===== config.mk =====
export PLATFORM = sky130hd
export DESIGN_NAME = scu_dsp_ram_host_port
export DESIGN_NICKNAME = d
export VERILOG_FILES = /design/src/rtl/scu_dsp_ram_host_port.sv
export SDC_FILE = /design/constraint.sdc
export NUM_CORES = 1
export LEC_CHECK = 0
export ABC_AREA = 1
export CAP_MARGIN = 20
export CORE_MARGIN = 1.5
export CORE_UTILIZATION = 38
export DETAILED_ROUTE_END_ITERATION = 12
export PLACE_DENSITY = 0.83
export SLEW_MARGIN = 20
export SYNTH_ARGS = -nofsm -noshare
export SYNTH_HDL_FRONTEND = slang
export SYNTH_SLANG_ARGS = --single-unit

===== constraint.sdc =====
create_clock -name CLK -period 1.4 [get_ports CLK]
set_clock_uncertainty 0.15 [all_clocks]
set_input_delay 0.28 -clock CLK [delete_from_list [all_inputs] [get_ports CLK]]
set_output_delay 0.28 -clock CLK [all_outputs]
set_load 0.01 [all_outputs]

===== src/rtl/scu_dsp_ram_host_port.sv =====
// scu_dsp_ram_host_port: host register port into one SCU DSP data RAM bank group
module scu_dsp_ram_host_port #(
    parameter int ADDR_W = 8,
    parameter int DATA_W = 32,
    parameter logic [DATA_W-1:0] RUN_FILL = '1
) (
    input  logic              CLK,
    input  logic              RST_N,
    input  logic              REQ,
    input  logic              WE,
    input  logic              SEL,
    input  logic [DATA_W-1:0] WDATA,
    output logic              ACK,
    output logic [DATA_W-1:0] RDATA,
    output logic              BUSY,
    input  logic              DSP_RUN,
    output logic [ADDR_W-1:0] RAM_ADDR,
    output logic [DATA_W-1:0] RAM_DATA,
    output logic              RAM_WREN,
    input  logic [DATA_W-1:0] RAM_Q
);
    localparam int IW = ADDR_W - 2;

    typedef enum logic [2:0] {IDLE, AWR, DWR, DRD, DONE} state_t;

    state_t state, state_nxt;
    logic [ADDR_W-1:0] ar;
    logic we_q, run_q;
    logic [ADDR_W-1:0] ar_inc;

    // bank bits are held; only the word index wraps
    assign ar_inc = {ar[ADDR_W-1 -: 2], ar[IW-1:0] + 1'b1};

    always_comb begin
        state_nxt = state;
        ACK = 1'b0;
        BUSY = 1'b1;
        RAM_WREN = 1'b0;
        case (state)
            IDLE: begin
                BUSY = 1'b0;
                if (REQ) state_nxt = !SEL ? AWR : WE ? DWR : DRD;
            end
            AWR, DRD: state_nxt = DONE;
            DWR: begin
                state_nxt = DONE;
                RAM_WREN = !run_q;
            end
            default: begin
                state_nxt = IDLE;
                ACK = 1'b1;
            end
        endcase
    end

    assign RAM_ADDR = ar;

    // RAM_DATA doubles as the latched host write data for every access type
    always_ff @(posedge CLK or negedge RST_N) begin
        if (!RST_N) begin
            state <= IDLE;
            ar <= '0;
            RAM_DATA <= '0;
            RDATA <= '0;
            we_q <= 1'b0;
            run_q <= 1'b0;
        end else begin
            state <= state_nxt;
            if (state == IDLE && REQ) begin
                RAM_DATA <= WDATA;
                we_q <= WE;
                run_q <= DSP_RUN;
            end
            case (state)
                AWR: begin
                    if (we_q) ar <= RAM_DATA[ADDR_W-1:0];
                    else RDATA <= DATA_W'(ar);
                end
                DWR: if (!run_q) ar <= ar_inc;
                DRD: begin
                    RDATA <= run_q ? RUN_FILL : RAM_Q;
                    if (!run_q) ar <= ar_inc;
                end
                default: ;
            endcase
        end
    end
endmodule


Word-level counts from Yosys, hierarchy flattened
Cells that the tools add are included.

Logic and storage cells: 40. Bits in registers: 77. Output and inout bits: 75. Bits of input ports: 70.

Bitwise gates (word level): 1. Mux-type cells: 13. Equal/unequal tests: 7. Add/sub/neg operators: 1. Reduce and logical (&&, ||, !) cells: 11.

Operators with widths (number): $mux 32 (2); $pmux 32 s2 (1); $pmux 8 s2 (1); $mux 8 (1); $ne 2x2->1 const B (4); $add 6x1->6 const B (1); $eq 3x2->1 const B (2); $mux 6 (1); $pmux 3 s2 (1); $reduce_and 3->1 (2); $mux 1 (4); $reduce_bool 2->1 (2); $reduce_or 4->1 (1); $eq 3x1->1 const B (1); $logic_not 3->1 (1); $mux 3 (1); $reduce_or 3->1 (1); $mux 2 (1); $reduce_and 2->1 (1); $reduce_or 2->1 (1); $logic_and 1x1->1 (1); $logic_not 1->1 (1); $not 1->1 (1).

Depth between registers and ports, before layout
Word-level depth: 4. Depth in mapped cells: 8. Mapped depth without buffers: 8.

Worst setup path before layout
OpenSTA, ideal clock, no wires.

Path kind: register to register. From: register state[2]. To: register RDATA[2]. Clock period less this slack: 1404 ps. Arrival time: 1137 ps. Setup slack: -4 ps. Data required time: 1133 ps. Setup time: 117 ps. Cell stages (with the launch flop): 6. Path buffers: 1. Cell sequence: dfrtp_1 > nor3_4 > inv_2 > buf_6 > nand2_1 > nand2_1.

Cells in the longest elaborated chain, start to end: 3. Elaborated cells on any way between the ends: 6. Those cells by class: eq/ne (3); mux (1); reduce/logical (2).

Ends and longest elaborated chain: start, declared (line 26) `state_t state, state_nxt;`; start signal, assigned (line 68) `state <= state_nxt;`; $eq 3x1->1 / $eq 3x2->1 (equally long branches) (line 74) `case (state)`; $ne 2x2->1 (no source line) / $reduce_bool 2->1 (equally long branches); $reduce_and 2->1 (no source line); end signal, assigned (line 77) `else RDATA <= DATA_W'(ar);`; end signal, assigned (line 81) `RDATA <= run_q ? RUN_FILL : RAM_Q;`; end, declared (line 14) `output logic [DATA_W-1:0] RDATA,`.

Parallel ways exist; a longest one is shown, timed or not. A chain may end at the register's enable or synchronous reset.

Worst setup path in the final report
From: register state[2]. To: output port RAM_WREN.

Cells in the longest elaborated chain, start to end: 2.

Ends and longest elaborated chain: $eq 3x2->1 (line 39) `case (state)`; $mux 1 (line 39); end, declared (line 19) `output logic RAM_WREN,`.

Every way passes these cells.

==> metrics.md <==
| Metric | Value |
|---|---|
| Number of fill cells in the layout | `753` |
| CP Class | `reg2out` |
| Worst relative slew slack | `0.727` |
| Syn_area_per_cell | `8.59 sq um` |
| Critical Path AT | `1.17 ns` |
| CTS root buf | `clkbuf_8` |
| Core Rows | `34` |
| I/O pins | `145` |
| DRT Wirelength | `9740 microns` |
| Register Area | `0.00193 sq mm` |
| Simple-gate share of the synthesized area | `0.210` |
| Actual slew at the worst max-slew pin | `0.410 ns` |
| H-tree lvl count | `3` |
| Area leader, netlist | `dfrtp_1` |
| Die H | `96.9 microns` |
| Data required, critical path | `0.97 ns` |
| Worst-case clock buffer depth | `2` |
| Final worst slack | `-0.200 ns` |
| CTS tree | `built` |
| Vias | `3,351` |
| Final setup fails | `76` |
| CP startpoint kind | `flip-flop` |
| First-pass GRT wire length | `15,500 microns` |
| Outcome | `finished, violations left` |
| Area Growth Syn to Fin | `61.0%` |
| Failing checks | `setup timing` |
| Synth Area in Adders | `0.00373` |
| Net count of the finished layout | `662` |
| Clk sinks | `77` |
| Final period utilization | `1.14` |
| Hold WS | `0.326 ns` |
| Worst skew pair latency | `0.35 ns` |
| Slowest stage delay, CP | `0.42 ns` |
| Fin. max-slew vios | `0` |
| Final TNS setup | `-9.21 ns` |
| Top_reg_cell synth | `dfrtp_1` |
| Detailed placement HPWL | `6360 microns` |
| Largest cells by area after synthesis | `dfrtp_1 (58%), nand2_1 (16%), o21ai_0 (9.0%)` |
| Ys async rst share | `1.00` |
| CP Cell Sequence | `nor2_4 > nand2_2 > nor2_1 > buf_2` |
| Static leakage | `2.90 nW` |
| Starting Density | `0.388` |
| RSZ-0062 raised after global routing | `true` |
| Port buffer count | `144` |
| DP Cell Count | `657` |
| PD cells | `1820 mW/mm^2` |
| Ant diodes | `0` |
| GRT overflow | `0` |
| Fraction of layout cells with a size suffix above 1 | `0.332` |
| WL per Instance | `13.8 microns` |
| Vias in the first global route | `3,316` |
| Library cells used by synthesis | `27` |
| Yosys warns | `0` |
| Sequential share of the synthesized area | `0.575` |
| Routability cong. | `0.786` |
| Synth Area in XOR/XNOR | `0.00261` |
| Core Area | `0.00864 sq mm` |
| Cts bufs inserted | `9` |
| Pin count of the biggest net entering global routing | `78` |
| Final worst path period need | `1.60 ns` |
| Crit-path max FO | `2` |
| Routed Antenna Nets | `0` |
| Share of Yosys cell area claimed by the top area cell type | `0.575` |
| Post-synthesis mux area share | `0` |
| Tot GR Track Use | `0.203` |
| Routed vias/inst | `4.76` |
| Final std cells w/o fill | `704` |
| Area of the multi-input gates | `0.00125 sq mm` |
| Hold Vio Cnt, Final | `0` |
| Setup crit end kind | `output pin` |
| Detailed Route Iter0 Violations | `113` |
| Number of flops mapped to enable cells by yosys | `0` |
| Critical path's slowest cell | `dfrtp_1` |
| Initial antenna violation count | `0` |
| Max VDD drop | `0.757 mV` |
| Fmax | `625 MHz` |
| Post-route DRC violation count | `0` |
| Synth Cell Area | `0.00335 sq mm` |
| Worst-path clk slew | `0.08 ns` |
| Total die area | `0.00939 sq mm` |
| Mapped Nets | `461` |
| Largest family of logic cells by synthesized area | `simple AND/OR/NAND/NOR gates` |
| Hold crit path type | `in2async` |
| Synthesized flop and latch total | `77` |
| Die X | `96.9 microns` |
| Router iterations before antenna repair | `4` |
| Synthesized instance count | `390` |
| Compound-Gate Fraction of Synth Area | `0.127` |
| # Max-Cap Violations | `0` |
==> layout make-up <==
class | instances | area share
flip-flops and latches | 77 | 0.357
clock buffers | 9 | 0.0230
repair buffers | 207 | 0.317
clock inverters | 7 | 0.0123
multi-input cells | 252 | 0.232
well taps | 108 | 0.0251
inverters | 44 | 0.0334
==> synth_stat cells, types with 3 or more instances <==
cell	number
a21oi_1	8
buf_2	6
buf_6	4
clkbuf_1	3
dfrtp_1	77
inv_1	39
inv_2	5
nand2_1	141
nand3_1	5
nor2_1	16
o21ai_0	60
o21ai_2	6
==> stage by stage <==
stage          setup WS (ns)  instance area, sq um   util  power, mW
2_1_floorplan         0.0111                  3350      -       5.49
3_3_place_gp          -0.225                  5110  0.591       8.14
3_5_place_dp          -0.261                  5110  0.591       8.31
4_1_cts               -0.230                  5160  0.597       9.50
5_1_grt               -0.288                  5390  0.625       10.5
6_report              -0.200                  5390  0.625       9.83
==> logic make-up (layout without fill, tap and decap cells) <==
family / after synthesis / count (layout)
flops: 77 / 77
simple gates: 171 / 171
fa+ha+maj: 1 / 1
compound gates: 79 / 79
buf+inv: 61 / 267
xor+xnor: 1 / 1
==> cells in the final DEF, fill, tap and decap left out, drive strengths merged <==
master / instances
nand2: 145
buf: 131
dfrtp: 77
clkdlybuf4s50: 68
o21ai: 68
inv: 44
nor2: 19
clkbuf: 16
a21oi: 8
nand3: 6
clkinv: 5
nor3: 1
xnor2: 1
o211ai: 1
o21a: 1
o21bai: 1
ha: 1
bufinv: 1
clkinvlp: 1
dlygate4sd3: 1
==> state kept, by name, summed over array words and instances (netlist names) <==
signal,count
we_q,1
RAM_DATA,32
run_q,1
RAM_ADDR,8
RDATA,32
state,3
==> worst max-delay path, delay by kind of cell (launching register included) <==
kind	cells	cell delay, ns
buffers and inverters	1	0.14
flip-flops	1	0.42
AND/OR/NAND/NOR	3	0.27
==> metal layers <==
| layer | up-vias | part of all wire | GRT usage |
|---|---|---|---|
| li1 | 1617 | - | - |
| met1 | 1565 | 0.40 | 0.236 |
| met5 | - | 0 | 0 |
| met2 | 141 | 0.50 | 0.351 |
| met3 | 28 | 0.068 | 0.0542 |
| met4 | 0 | 0.032 | 0.0903 |
==> power by group <==
part | switching, mW | internal (mW) | total [mW] | leakage, nW
combinational | 2.40 | 2.19 | 4.60 | 1.83
clock | 0.801 | 0.813 | 1.61 | 0.0987
sequential | 0.493 | 3.13 | 3.62 | 0.969
total | 3.70 | 6.14 | 9.83 | 2.90
==> repair_timing <==
item	in CTS	in global routing
hold buffers	1	0
resized for setup	301	56
endpoints found under the setup margin	151	88
pin swaps	2	15
hold endpoints to repair	77	0
setup buffers	16	9
gates cloned	1	5
==> final timing paths <==
check | from | endpoint | slack (ns) | cells after the start
min in group CLK | RDATA[10]$_DFFE_PN0P_ | RDATA[10]$_DFFE_PN0P_ | 0.33 | 2
hold / removal | RST_N | RDATA[15]$_DFFE_PN0P_ | 0.33 | 3
setup reg to reg | state[2]$_DFFE_PN0P_ | RDATA[12]$_DFFE_PN0P_ | -0.18 | 7
hold reg to reg | RDATA[10]$_DFFE_PN0P_ | RDATA[10]$_DFFE_PN0P_ | 0.33 | 2
setup / recovery | state[2]$_DFFE_PN0P_ | RAM_WREN | -0.20 | 4
max in group asynchronous | RST_N | RAM_DATA[4]$_DFFE_PN0P_ | 0.42 | 3
(Power assumes the default switching activity.)
